### config.mk
export PLATFORM = sky130hd
export DESIGN_NAME = sel_code_gen_flat
export DESIGN_NICKNAME = d
export VERILOG_FILES = /design/src/rtl/sel_code_gen_pkg.sv /design/src/rtl/sel_code_gen_if.sv /design/src/rtl/sel_code_gen_key_filter.sv /design/src/rtl/sel_code_gen.sv /design/src/flat_wrapper.sv
export SDC_FILE = /design/constraint.sdc
export NUM_CORES = 1
export LEC_CHECK = 0
export ABC_AREA = 1
export CORE_MARGIN = 5
export CORE_UTILIZATION = 30
export DETAILED_ROUTE_END_ITERATION = 8
export PLACE_DENSITY = 0.57
export RECOVER_POWER = 100
export SYNTH_ARGS = -nofsm -noshare
export SYNTH_HDL_FRONTEND = slang
export SYNTH_HIERARCHICAL = 1
export SYNTH_SLANG_ARGS = --single-unit
### constraint.sdc
create_clock -name sys_clk -period 1.8 [get_ports sys_clk]
set_input_delay 0.45 -clock sys_clk [delete_from_list [all_inputs] [get_ports sys_clk]]
set_output_delay 0.45 -clock sys_clk [all_outputs]
set_load 0.005 [all_outputs]
### src/rtl/sel_code_gen_pkg.sv
// Shared types and constants for the select-code generator.
// The index width, the reset code and the debounce FSM encodings all live here.
package sel_code_gen_pkg;

  localparam int IDX_W = 3;
  localparam logic [IDX_W-1:0] IDX_RST = 3'b000;

  typedef enum logic [1:0] {
    IDLE       = 2'd0,
    PRESS_FILT = 2'd1,
    DOWN       = 2'd2,
    REL_FILT   = 2'd3
  } deb_state_t;

  // Wrapping +1 / -1 step of the select index.
  function automatic logic [IDX_W-1:0] idx_step(input logic [IDX_W-1:0] idx,
                                                input logic             up);
    return up ? idx + IDX_W'(1) : idx - IDX_W'(1);
  endfunction

endpackage

### src/rtl/sel_code_gen_if.sv
// Bundle between the button/auto-scan source and the select-code generator.
// Signalling: key_* and auto_en are levels sampled on every clock; sel* and
// step_pulse are registered and valid every cycle; there is no backpressure.
interface sel_code_gen_if;

  logic key_up;
  logic key_dn;
  logic auto_en;
  logic sel1;
  logic sel2;
  logic sel3;
  logic step_pulse;
  sel_code_gen_pkg::deb_state_t up_state;
  sel_code_gen_pkg::deb_state_t dn_state;

  modport master (
    output key_up, key_dn, auto_en,
    input  sel1, sel2, sel3, step_pulse, up_state, dn_state
  );

  modport slave (
    input  key_up, key_dn, auto_en,
    output sel1, sel2, sel3, step_pulse, up_state, dn_state
  );

endinterface

### src/rtl/sel_code_gen_key_filter.sv
// Two-flop synchroniser plus debounce FSM for one active-low push-button.
// key_flag pulses for one cycle per stable press; holding gives no repeat.
module key_filter
  import sel_code_gen_pkg::*;
#(
  parameter logic [19:0] DEB_CNT = 20'd999_999
) (
  input  logic       sys_clk,
  input  logic       sys_rst,
  input  logic       key_in,
  output logic       key_flag,
  output deb_state_t state_dbg
);

  logic [1:0]  sync_q, sync_d;
  logic [1:0]  vld_q, vld_d;
  logic        armed_q, armed_d;
  deb_state_t  state_q, state_d;
  logic [19:0] cnt_q, cnt_d;
  logic        key_s;

  assign key_s     = sync_q[1];
  assign state_dbg = state_q;

  always_ff @(posedge sys_clk or posedge sys_rst) begin
    if (sys_rst) begin
      sync_q  <= 2'b11;
      vld_q   <= 2'b00;
      armed_q <= 1'b0;
      state_q <= IDLE;
      cnt_q   <= '0;
    end else begin
      sync_q  <= sync_d;
      vld_q   <= vld_d;
      armed_q <= armed_d;
      state_q <= state_d;
      cnt_q   <= cnt_d;
    end
  end

  // A key already held across reset must be seen released before it can
  // register again; vld_q marks when the synchroniser holds a real sample.
  always_comb begin
    sync_d   = {sync_q[0], key_in};
    vld_d    = {vld_q[0], 1'b1};
    armed_d  = armed_q | (vld_q[1] & key_s);
    state_d  = state_q;
    cnt_d    = cnt_q;
    key_flag = 1'b0;
    case (state_q)
      IDLE: begin
        if (!key_s && armed_q) begin
          state_d = PRESS_FILT;
          cnt_d   = '0;
        end
      end
      PRESS_FILT: begin
        if (key_s) begin
          state_d = IDLE;
        end else if (cnt_q == DEB_CNT) begin
          state_d  = DOWN;
          key_flag = 1'b1;
        end else begin
          cnt_d = cnt_q + 20'd1;
        end
      end
      DOWN: begin
        if (key_s) begin
          state_d = REL_FILT;
          cnt_d   = '0;
        end
      end
      REL_FILT: begin
        if (!key_s) begin
          state_d = DOWN;
        end else if (cnt_q == DEB_CNT) begin
          state_d = IDLE;
        end else begin
          cnt_d = cnt_q + 20'd1;
        end
      end
      default: state_d = IDLE;
    endcase
  end

endmodule

### src/rtl/sel_code_gen.sv
// Select-code generator: two debounced step buttons plus an optional auto-scan
// drive a wrapping 3-bit index that is presented registered on sel1..sel3.
module sel_code_gen
  import sel_code_gen_pkg::*;
#(
  parameter logic [19:0] DEB_CNT  = 20'd999_999,
  parameter logic [24:0] AUTO_CNT = 25'd24_999_999
) (
  input logic           sys_clk,
  input logic           sys_rst,
  sel_code_gen_if.slave bus
);

  logic             up_flag;
  logic             dn_flag;
  deb_state_t       up_state;
  deb_state_t       dn_state;
  logic [24:0]      auto_cnt_q, auto_cnt_d;
  logic             auto_tick;
  logic [IDX_W-1:0] idx_q, idx_d;
  logic             step_q, step_d;

  key_filter #(.DEB_CNT(DEB_CNT)) u_up (
    .sys_clk   (sys_clk),
    .sys_rst   (sys_rst),
    .key_in    (bus.key_up),
    .key_flag  (up_flag),
    .state_dbg (up_state)
  );

  key_filter #(.DEB_CNT(DEB_CNT)) u_dn (
    .sys_clk   (sys_clk),
    .sys_rst   (sys_rst),
    .key_in    (bus.key_dn),
    .key_flag  (dn_flag),
    .state_dbg (dn_state)
  );

  always_ff @(posedge sys_clk or posedge sys_rst) begin
    if (sys_rst) begin
      auto_cnt_q <= '0;
      idx_q      <= IDX_RST;
      step_q     <= 1'b0;
    end else begin
      auto_cnt_q <= auto_cnt_d;
      idx_q      <= idx_d;
      step_q     <= step_d;
    end
  end

  // A key press restarts the auto period, and a tick that lands together with
  // any key press is dropped so the key action alone decides the step.
  always_comb begin
    auto_tick = bus.auto_en && (auto_cnt_q == AUTO_CNT);
    if (!bus.auto_en || up_flag || dn_flag || auto_tick) begin
      auto_cnt_d = '0;
    end else begin
      auto_cnt_d = auto_cnt_q + 25'd1;
    end

    idx_d  = idx_q;
    step_d = 1'b0;
    if (up_flag && !dn_flag) begin
      idx_d  = idx_step(idx_q, 1'b1);
      step_d = 1'b1;
    end else if (dn_flag && !up_flag) begin
      idx_d  = idx_step(idx_q, 1'b0);
      step_d = 1'b1;
    end else if (!up_flag && !dn_flag && auto_tick) begin
      idx_d  = idx_step(idx_q, 1'b1);
      step_d = 1'b1;
    end
  end

  assign bus.sel1       = idx_q[2];
  assign bus.sel2       = idx_q[1];
  assign bus.sel3       = idx_q[0];
  assign bus.step_pulse = step_q;
  assign bus.up_state   = up_state;
  assign bus.dn_state   = dn_state;

endmodule

### src/flat_wrapper.sv
// flat-port wrapper written by rule: the top's interface ports become plain ports
module sel_code_gen_flat import sel_code_gen_pkg::*;
#(
  parameter logic [19:0] DEB_CNT  = 20'd999_999,
  parameter logic [24:0] AUTO_CNT = 25'd24_999_999
)
  (sys_clk, sys_rst, bus_key_up, bus_key_dn, bus_auto_en, bus_sel1, bus_sel2, bus_sel3, bus_step_pulse, bus_up_state, bus_dn_state);
  sel_code_gen_if bus_i ();
  input logic sys_clk;
  input logic sys_rst;
  input wire logic [$bits(bus_i.key_up)-1:0] bus_key_up;
  input wire logic [$bits(bus_i.key_dn)-1:0] bus_key_dn;
  input wire logic [$bits(bus_i.auto_en)-1:0] bus_auto_en;
  output wire logic [$bits(bus_i.sel1)-1:0] bus_sel1;
  output wire logic [$bits(bus_i.sel2)-1:0] bus_sel2;
  output wire logic [$bits(bus_i.sel3)-1:0] bus_sel3;
  output wire logic [$bits(bus_i.step_pulse)-1:0] bus_step_pulse;
  output wire logic [$bits(bus_i.up_state)-1:0] bus_up_state;
  output wire logic [$bits(bus_i.dn_state)-1:0] bus_dn_state;
  assign bus_i.key_up = bus_key_up;
  assign bus_i.key_dn = bus_key_dn;
  assign bus_i.auto_en = bus_auto_en;
  assign bus_sel1 = bus_i.sel1;
  assign bus_sel2 = bus_i.sel2;
  assign bus_sel3 = bus_i.sel3;
  assign bus_step_pulse = bus_i.step_pulse;
  assign bus_up_state = bus_i.up_state;
  assign bus_dn_state = bus_i.dn_state;
  sel_code_gen #(.DEB_CNT(DEB_CNT), .AUTO_CNT(AUTO_CNT)) u_core (.sys_clk(sys_clk), .sys_rst(sys_rst), .bus(bus_i));
endmodule
# Word level (Yosys, flattened, before mapping)
# Cells that the tools add are included.
dict set report word_totals {
  reg_bits 83
  in_bits 5
  out_inout_bits 8
}
dict set report op_classes {
  add_sub_neg 5
  n_eq_ne 21
  muxes 39
  bitwise_logic 4
  reduce_logical 22
}
# operator n
set ops {}
lappend ops {{2-to-1 mux 20 bit} 10}
lappend ops {{one-hot mux 20 bit (4 select lines)} 2}
lappend ops {{adder 20 x 1 -> 20 bit (second input constant)} 2}
lappend ops {{== test 20 bit (second input constant)} 2}
lappend ops {{adder 25 x 1 -> 25 bit (second input constant)} 1}
lappend ops {{== test 25 bit (second input constant)} 1}
lappend ops {{2-to-1 mux 25 bit} 1}
lappend ops {{2-to-1 mux 2 bit} 12}
lappend ops {{inequality test 2 bit (second input constant)} 8}
lappend ops {{one-hot mux 2 bit (4 select lines)} 2}
lappend ops {{AND reduction 4 bit} 4}
lappend ops {{inequality test 3 bit (second input constant)} 4}
lappend ops {{2-to-1 mux 1 bit} 9}
lappend ops {{2-to-1 mux 3 bit} 3}
lappend ops {{== test 2 bit (second input constant)} 4}
lappend ops {{logical AND 1 bit} 7}
lappend ops {{zero test 1 bit} 5}
lappend ops {{== test 2 x 1 -> 1 bit (second input constant)} 2}
lappend ops {{zero test 2 bit} 2}
lappend ops {{adder 3 x 1 -> 3 bit (second input constant)} 1}
lappend ops {{logical OR 1 bit} 3}
lappend ops {{nonzero test 3 bit} 1}
lappend ops {{subtractor 3 x 1 -> 3 bit (second input constant)} 1}
lappend ops {{AND 1 bit} 2}
lappend ops {{bitwise OR 1 bit} 2}

# Logic depth before layout (Yosys ltp)
# Gate-level depths: netlist of the first run.
dict set report depth {
  word_depth 10
  depth_mapped 14
  depth_no_buf 14
}

# Modules after synthesis
# Netlist of the first run, hierarchy kept.
# module instances cells_each area_each_um2 seq_area_each_um2
set by_module_without_submodules {}
lappend by_module_without_submodules {key_filter 2 235 1696.6 678.2}
lappend by_module_without_submodules {sel_code_gen 1 255 1835.5 725.7}

# Least setup slack after synthesis of the first run
# OpenSTA, ideal clock, no wires.
dict set report synth_path {
  kind {flip-flop to flip-flop}
  from {reg u_core.u_dn.cnt_q[0]}
  to {reg u_core.idx_q[2]}
  t_arrival_ns 1.885
  t_required_ns 1.683
  path_slack_ns -0.202
  stages_incl_launch_ff 15
  n_path_buf 0
  period_less_slack_ns 2.002
  cell_sequence {dfrtp_1 ha_1 nand3_2 nor3b_1 nand4_1 nor2_1 inv_1 ha_1 inv_1 nand2_1 nand2_1 nand2_1 xor2_1 nand2_1 nand2_1}
}
dict set report synth_via {
  elab_chain_cells 8
  word_cells_on_any_way 12
  classes_between {1 x eq/ne; 5 x mux; 6 x reduce/logical}
}
# item line
set synth_lines {}
lappend synth_lines {{start: declaration} sel_code_gen_key_filter.sv:19} ;# logic [19:0] cnt_q, cnt_d;
lappend synth_lines {{start signal: assignment} sel_code_gen_key_filter.sv:37} ;# cnt_q <= cnt_d;
lappend synth_lines {{== test 20 bit (*)} sel_code_gen_key_filter.sv:60} ;# end else if (cnt_q == DEB_CNT) begin
lappend synth_lines {{2-to-1 mux 1 bit (*)} sel_code_gen_key_filter.sv:60}
lappend synth_lines {{2-to-1 mux 1 bit (*)} sel_code_gen_key_filter.sv:58} ;# if (key_s) begin
lappend synth_lines {{2-to-1 mux 1 bit (*)} sel_code_gen_key_filter.sv:50} ;# case (state_q)
lappend synth_lines {{via u_core.dn_flag} sel_code_gen.sv:15} ;# logic dn_flag;
lappend synth_lines {{zero test 1 bit} {sel_code_gen.sv:63, sel_code_gen.sv:69}}
lappend synth_lines {{logical AND 1 bit (2 in a row)} sel_code_gen.sv:69} ;# end else if (!up_flag && !dn_flag && auto_tick) begin
lappend synth_lines {{nonzero test 3 bit (no line)} n/a}
lappend synth_lines {{end signal: assignment} sel_code_gen.sv:46} ;# idx_q <= idx_d;
lappend synth_lines {{end: declaration} sel_code_gen.sv:20} ;# logic [IDX_W-1:0] idx_q, idx_d;
# Mark *: on every way through the listed nets, which the timed path passes. The rest lies on a longest branch.
# A chain may end at the register's enable or synchronous reset.

# Worst setup path in the final report of the first run
dict set report layout_path {
  from {reg u_core.u_up.cnt_q[19]}
  to {reg u_core.idx_q[2]}
}
dict set report layout_via {
  elab_chain_cells 8
  word_cells_on_any_way 12
  classes_between {1 x eq/ne; 5 x mux; 6 x reduce/logical}
}
# item line
set layout_lines {}
lappend layout_lines {{start: declaration} sel_code_gen_key_filter.sv:19}
lappend layout_lines {{start signal: assignment} sel_code_gen_key_filter.sv:37}
lappend layout_lines {{== test 20 bit (*)} sel_code_gen_key_filter.sv:60}
lappend layout_lines {{2-to-1 mux 1 bit (*)} sel_code_gen_key_filter.sv:60}
lappend layout_lines {{2-to-1 mux 1 bit (*)} sel_code_gen_key_filter.sv:58}
lappend layout_lines {{2-to-1 mux 1 bit (*)} sel_code_gen_key_filter.sv:50}
lappend layout_lines {{via u_core.up_flag} sel_code_gen.sv:14} ;# logic up_flag;
lappend layout_lines {{zero test 1 bit} {sel_code_gen.sv:66, sel_code_gen.sv:69}}
lappend layout_lines {{logical AND 1 bit, on equally long branches} {sel_code_gen.sv:66, sel_code_gen.sv:69}}
lappend layout_lines {{2-to-1 mux 3 bit / logical AND 1 bit (equally long branches)} {sel_code_gen.sv:66, sel_code_gen.sv:69}}
lappend layout_lines {{2-to-1 mux 3 bit / nonzero test 3 bit (equally long branches)} n/a}
# Marked as above.

==> flow_summary.ini, run 1 <==
[status]
status = finished with violations
violations = negative setup slack

[route]
dr.pass1.iters = 5
route.detailed.drc = 0
ant_nets = 0
routed_wl_mm = 13.1
initialDrtViolationCount = 250
via_per_inst = 4.58
vias = 4842
drt-wirelength-per-cell_um = 12.4

[timing]
relSlewSlack_pct = 43.8
period_share_pct = 107
hold_ws_ps = 348
rsz0062_at_grt = true
maxSlewViolCount = 0
timing.fmax_mhz = 520
clock_skew_ps = 9.26
layout_setup_ws_ps = -123
tightest_slew_ps = 844
final-hold-violation-count = 0
tns_ps = -780
fin_crit_ps = 1920
setup-violations-final = 19

[setup_path]
critPathMaxStageDelay_ps = 350
critPathTopFamily = simple AND/OR/NAND/NOR gates
crit_path_max_fanout = 3
worstSetupEndpointType = register
crit_chain = nand2_2, nor3_2, nor3b_2, nand4_1, nor2_4, inv_2, ha_4, nand2_2, nand2_1, nand2_1, xor2_1, nand2_1, nand2_1
crit_path_top_delay_cell = dfrtp_1
critPathKind = reg -> reg
critical_path_buf_inv_count = 1
cp-start-kind = register
worstPathRequired_ps = 2090
cp.arrival_ps = 2210
critPathMostFrequentCell = nand2_1

[yosys]
ys_types = 36
netlist_instances = 725
synth_common_cells = 234 x nand2_1, 116 x nor2_1, 79 x dfrtp_1, 63 x inv_1, 63 x nand3_1
syn-num-nets = 738
netlist_area_um2 = 5230
synth_most_common_cell = nand2_1
avgSynthCellArea_um2 = 7.21
synthFlopType = dfrtp_1
synth.area.top_cells = dfrtp_1 38%, nand2_1 17%, nor2_1 8.3%
synth_top_cell_by_area = dfrtp_1
async_reset_ff_share_pct = 100
synth_warnings = 6
ys_ff_latch = 83
seq_area_frac_synth_pct = 39.8
synth-edff-count = 0
synth_top_area_share_pct = 37.8

[grt]
grt_pass1_wl_mm = 21.7
grt_max_degree = 30
grt_pass1_vias = 4568
grt_overflow = 0
antenna_found_initial = 0
grt_util_all_layers_pct = 13.2

[place]
dp_cells = 1026
pre_cts_ws_ps = -141
place.port_buffers = 12
dp_hpwl_mm = 9.23
gp_congestion = 0.913

[clocking]
cts-root-buf = clkbuf_16
cts_hold_buffers = 0
cts_tree = built
htreeDepth = 3
clk_path_buf_depth = 2
numClockSinks = 83
clk_pin_slew_ps = 60
numCtsBuffers = 9
clk_latency_ps = 350

[layout]
area_growth_pct = 30.6
fill_cells = 1800
antennaDiodeCount = 0
multi_input_area_um2 = 2960
drive_gt1_share_pct = 22.8
ff_latch_area_um2 = 2080
instances_no_fill = 1058
fin_nets = 841

[floorplan]
ios = 13
die_w_um = 142
coreArea_um2 = 17200
die_area_um2 = 20200
start_util_pct = 30.4
die-height_um = 142
rows = 48

[hold_path]
min_path_type = reg -> reg

[power_and_ir_drop]
design_power_total_w = 0.00598
ir_worst_vdd_mv = 0.717
powerDensity_nw_per_um2 = 875
p_leak_nw = 2.95

[run]
cap_violations = 0
timing repair:
action                                  in CTS  in global routing
endpoints found under the setup margin      30                 41
gates cloned                                 2                  3
pin swaps                                    7                 29
hold endpoints to repair                     0                  0
gates resized for setup                     15                 42
buffers inserted                             7                  7
sequential cells by signal, summed over array words and instances, names as in the netlist, named ones only:
signal,flops
u_core/u_dn/vld_q,2
u_core/u_up/vld_q,2
u_core/u_dn/cnt_q,20
u_core/u_up/state_dbg,1
u_core/u_dn/sync_q,2
u_core/bus.step_pulse,1
u_core/u_up/armed_q,1
u_core/u_dn/armed_q,1
u_core/u_dn/state_dbg,1
u_core/idx_q,3
u_core/u_up/cnt_q,20
u_core/u_up/sync_q,2
u_core/auto_cnt_q,25
final timing paths:
path | start | to | slack (ps) | cells after the start
setup / recovery | u_core/u_up/cnt_q[19] | u_core/idx_q[2] | -120 | 13
hold / removal | u_core/u_dn/vld_q[0] | u_core/u_dn/vld_q[1] | 350 | 0
setup reg to reg | u_core/u_up/cnt_q[19] | u_core/idx_q[2] | -120 | 13
hold reg to reg | u_core/u_dn/vld_q[0] | u_core/u_dn/vld_q[1] | 350 | 0
max in group asynchronous | sys_rst | u_core/u_up/cnt_q[1] | 380 | 3
min in group asynchronous | sys_rst | u_core/u_dn/cnt_q[10] | 840 | 3
cell usage in the layout (no fill, tap or decap), types with 7 or more instances in the layout:
cell       instances
nand2_1          229
nand3_1           62
clkbuf_1           9
nand2_2           10
buf_4             69
clkbuf_16         11
nor2_4            20
xnor2_1           15
nand4_1           12
nor2_1           112
nor2_2            10
xor2_1            18
o21ai_0           10
inv_1             60
o21ai_2           12
nor3_2             7
dfrtp_1           79
per-layer routing:
metal,wire length [um],up-vias,GRT usage [%],part of all wire [%]
li1,-,2490,-,-
met1,6220,2262,17.5,48
met2,6240,75,21.2,48
met3,440,15,3.53,3.4
met4,180,0,4.09,1.4
met5,0,-,0,0
through the flow:
stage	util (%)	instance area, um2
2_1_floorplan	-	5290
3_3_place_gp	36.1	6200
3_5_place_dp	36.1	6200
4_1_cts	38.7	6640
5_1_grt	39.8	6830
6_report	39.8	6830
layout make-up:
class	count	area share, %
clock buffers	12	3.46
well taps	225	4.12
flip-flops and latches	83	30.5
multi-input cells	561	43.4
clock inverters	4	0.751
repair inverters	1	0.238
repair buffers	103	13.5
inverters	69	4.01
report_power, final:
group          internal (W)  leakage [nW]  switching, W
clock               0.00108         0.137      0.000770
combinational      0.000837          1.70       0.00120
sequential          0.00199          1.11      0.000101
cell families (layout without fill, tap and decap cells):
group	Yosys count	count (layout)	synth area share (%)
other	2	2	0.144
adders and majority gates	8	8	1.91
AOI/OAI and AO/OA	35	35	4.59
and+or+nand+nor	483	483	40.3
DFF	83	83	39.8
xor gates and xnor gates	33	33	5.53
buffers and inverters	81	189	7.73
worst register-to-register path: cells and delay by family (launching register included):
kind	cells	cell delay, ps
fa+ha+maj	1	170
simple gates	10	1140
flops	1	350
buf+inv	1	80
xor+xnor	1	140
(Power assumes the default switching activity.)
==> run 2: changes to the inputs <==
CORE_UTILIZATION = 40   (was 30)
CTS_BUF_LIST = sky130_fd_sc_hd__clkbuf_4 sky130_fd_sc_hd__clkbuf_8 sky130_fd_sc_hd__clkbuf_16   (was not set)
PLACE_DENSITY = not set   (was 0.57)
PLACE_DENSITY_LB_ADDON = 0.25   (was not set)
==> flow_summary.ini, run 2 (same netlist as run 1, synthesis figures left out) <==
[status]
status = finished with violations
violations = negative setup slack

[layout]
mostFrequentLayoutCell = nand2_1
instances_no_fill = 1005
antennaDiodeCount = 0
fill_cells = 1229
final_area_um2 = 6800
reg_top3 = u_core/auto_cnt_q: 25 flops, u_core/u_dn/cnt_q: 20 flops, u_core/u_up/cnt_q: 20 flops
drive_gt1_share_pct = 23.4
largest_reg_flops = 25
fin_nets = 841
largest_register = u_core/auto_cnt_q
layout_common_cells = 230 x nand2_1, 111 x nor2_1, 76 x dfrtp_1, 70 x buf_4, 62 x nand3_1
utilization_pct = 53.5
area_growth_pct = 30.1

[route]
initialDrtViolationCount = 344
via_per_inst = 4.83
drt-wirelength-per-cell_um = 13.3
ant_nets = 0
route.detailed.drc = 0
routed_wl_mm = 13.3
vias = 4859
dr.pass1.iters = 5

[timing]
maxSlewViolCount = 0
relSlewSlack_pct = 43.0
clock_skew_ps = 10.2
final-hold-violation-count = 0
period_share_pct = 108
rsz0062_at_grt = true
fin_crit_ps = 1950
tightest_slew_ps = 855
setup-violations-final = 17
timing.fmax_mhz = 513
layout_setup_ws_ps = -149

[setup_path]
crit_path_max_fanout = 3
critPathMaxStageDelay_ps = 390
worstSetupEndpointType = register
crit_path_top_delay_cell = dfrtp_1
critPathKind = reg -> reg
cp.arrival_ps = 2190
crit_chain = ha_4, nand3_4, nor3b_2, nand4_1, nor2_2, inv_2, ha_4, inv_4, nand2_4, nand2_2, nand2_2, xor2_1, nand2_1, nand2_1
cp-start-kind = register
rrSetupSlack_ps = -150
worstPathRequired_ps = 2040

[clocking]
numClockSinks = 83
cts_hold_buffers = 0
numCtsBuffers = 9
clk_path_buf_depth = 2
clk_latency_ps = 350
clk_pin_slew_ps = 60
cts-root-buf = clkbuf_16
cts_tree = built
htreeDepth = 3

[grt]
grt_util_all_layers_pct = 17.2
grt_overflow = 0
grt_max_degree = 30
antenna_found_initial = 0
grt_pass1_vias = 4733
grt_pass1_wl_mm = 22.1

[power_and_ir_drop]
design_power_total_w = 0.00636
clockPowerShare_pct = 33.7
seqPwrFrac_pct = 33.2
p_leak_nw = 2.98
pwr-share-comb_pct = 33.1
p_sw_share_pct = 33.3
ir_worst_vdd_mv = 0.594
powerDensity_nw_per_um2 = 935
intPower_w = 0.00424
p_sw_w = 0.00211

[place]
gp_congestion = 0.906
dp_hpwl_mm = 9.29
dp_cells = 971
place.port_buffers = 12
place_area_um2 = 6100
pre_cts_ws_ps = -205

[floorplan]
die-height_um = 124
rows = 41
die_w_um = 124
ios = 13
coreArea_um2 = 12700
start_util_pct = 41.1
die_area_um2 = 15500

[run]
cap_violations = 0

[hold_path]
min_path_type = reg -> reg
==> run 2: cell types whose count changed in the layout (fill, tap and decap cells not counted), sizes merged <==
cell    previous run  this run
clkbuf            24        18
buf               78        80
bufinv             1         3
bufbuf             1         2
clkinv             5         6
==> run 2: final cells by class <==
class	count	area, um2	area share [%]
Sequential cell	83	2090	30.7
Clock inverter	7	116	1.71
Timing Repair inverter	1	8.76	0.129
Tap cell	172	215	3.16
Inverter	69	289	4.25
Timing Repair Buffer	103	912	13.4
Multi-Input combinational cell	561	2950	43.4
Clock buffer	9	225	3.31
==> run 2: timing repair <==
action / 4_1_cts / 5_1_grt
setup endpoints to repair: 33 / 68
cloned: 4 / 1
buffers inserted: 10 / 8
pin swaps: 13 / 25
gates resized for setup: 28 / 43
==> run 2: worst max-delay path, delay by kind of cell, from the launching register on <==
family                   cells  cell delay, ps
adder cells (fa/ha/maj)      2             330
XOR/XNOR                     1             140
AND/OR/NAND/NOR              9             820
flip-flops                   1             390
buffers and inverters        2             140
==> run 2: power by group through the flow <==
stage	clock (W)	combinational (W)	sequential [W]
final	0.00214	0.00211	0.00211
after detailed placement	0	0.00167	0.00213
after global routing	0.00228	0.00229	0.00212
after CTS	0.00220	0.00199	0.00212
after global placement	0	0.00164	0.00212
after floorplan	0	0.00114	0.00217
==> run 2: path summary, 6_finish.rpt <==
kind	from	end	cells past startpoint
max	u_core/u_dn/cnt_q[0]	u_core/idx_q[2]	14
min	u_core/u_dn/vld_q[0]	u_core/u_dn/vld_q[1]	0
max reg2reg	u_core/u_dn/cnt_q[0]	u_core/idx_q[2]	14
min reg2reg	u_core/u_dn/vld_q[0]	u_core/u_dn/vld_q[1]	0
max in group asynchronous	sys_rst	u_core/u_up/cnt_q[14]	3
min in group asynchronous	sys_rst	u_core/u_up/cnt_q[5]	3
==> run 2: per-layer routing <==
metal | wire (um) | global-route usage, %
met4 | 182 | 5.16
met5 | 0 | 0
met1 | 6120 | 22.3
met3 | 543 | 3.56
met2 | 6490 | 28.9
==> run 2: stage by stage <==
stage	hold WS, ps	TNS (ps)
global placement	332	-484
finish	348	-1380
global route	360	-6280
floorplan	331	-62.6
detailed placement	336	-1290
CTS	350	-1440
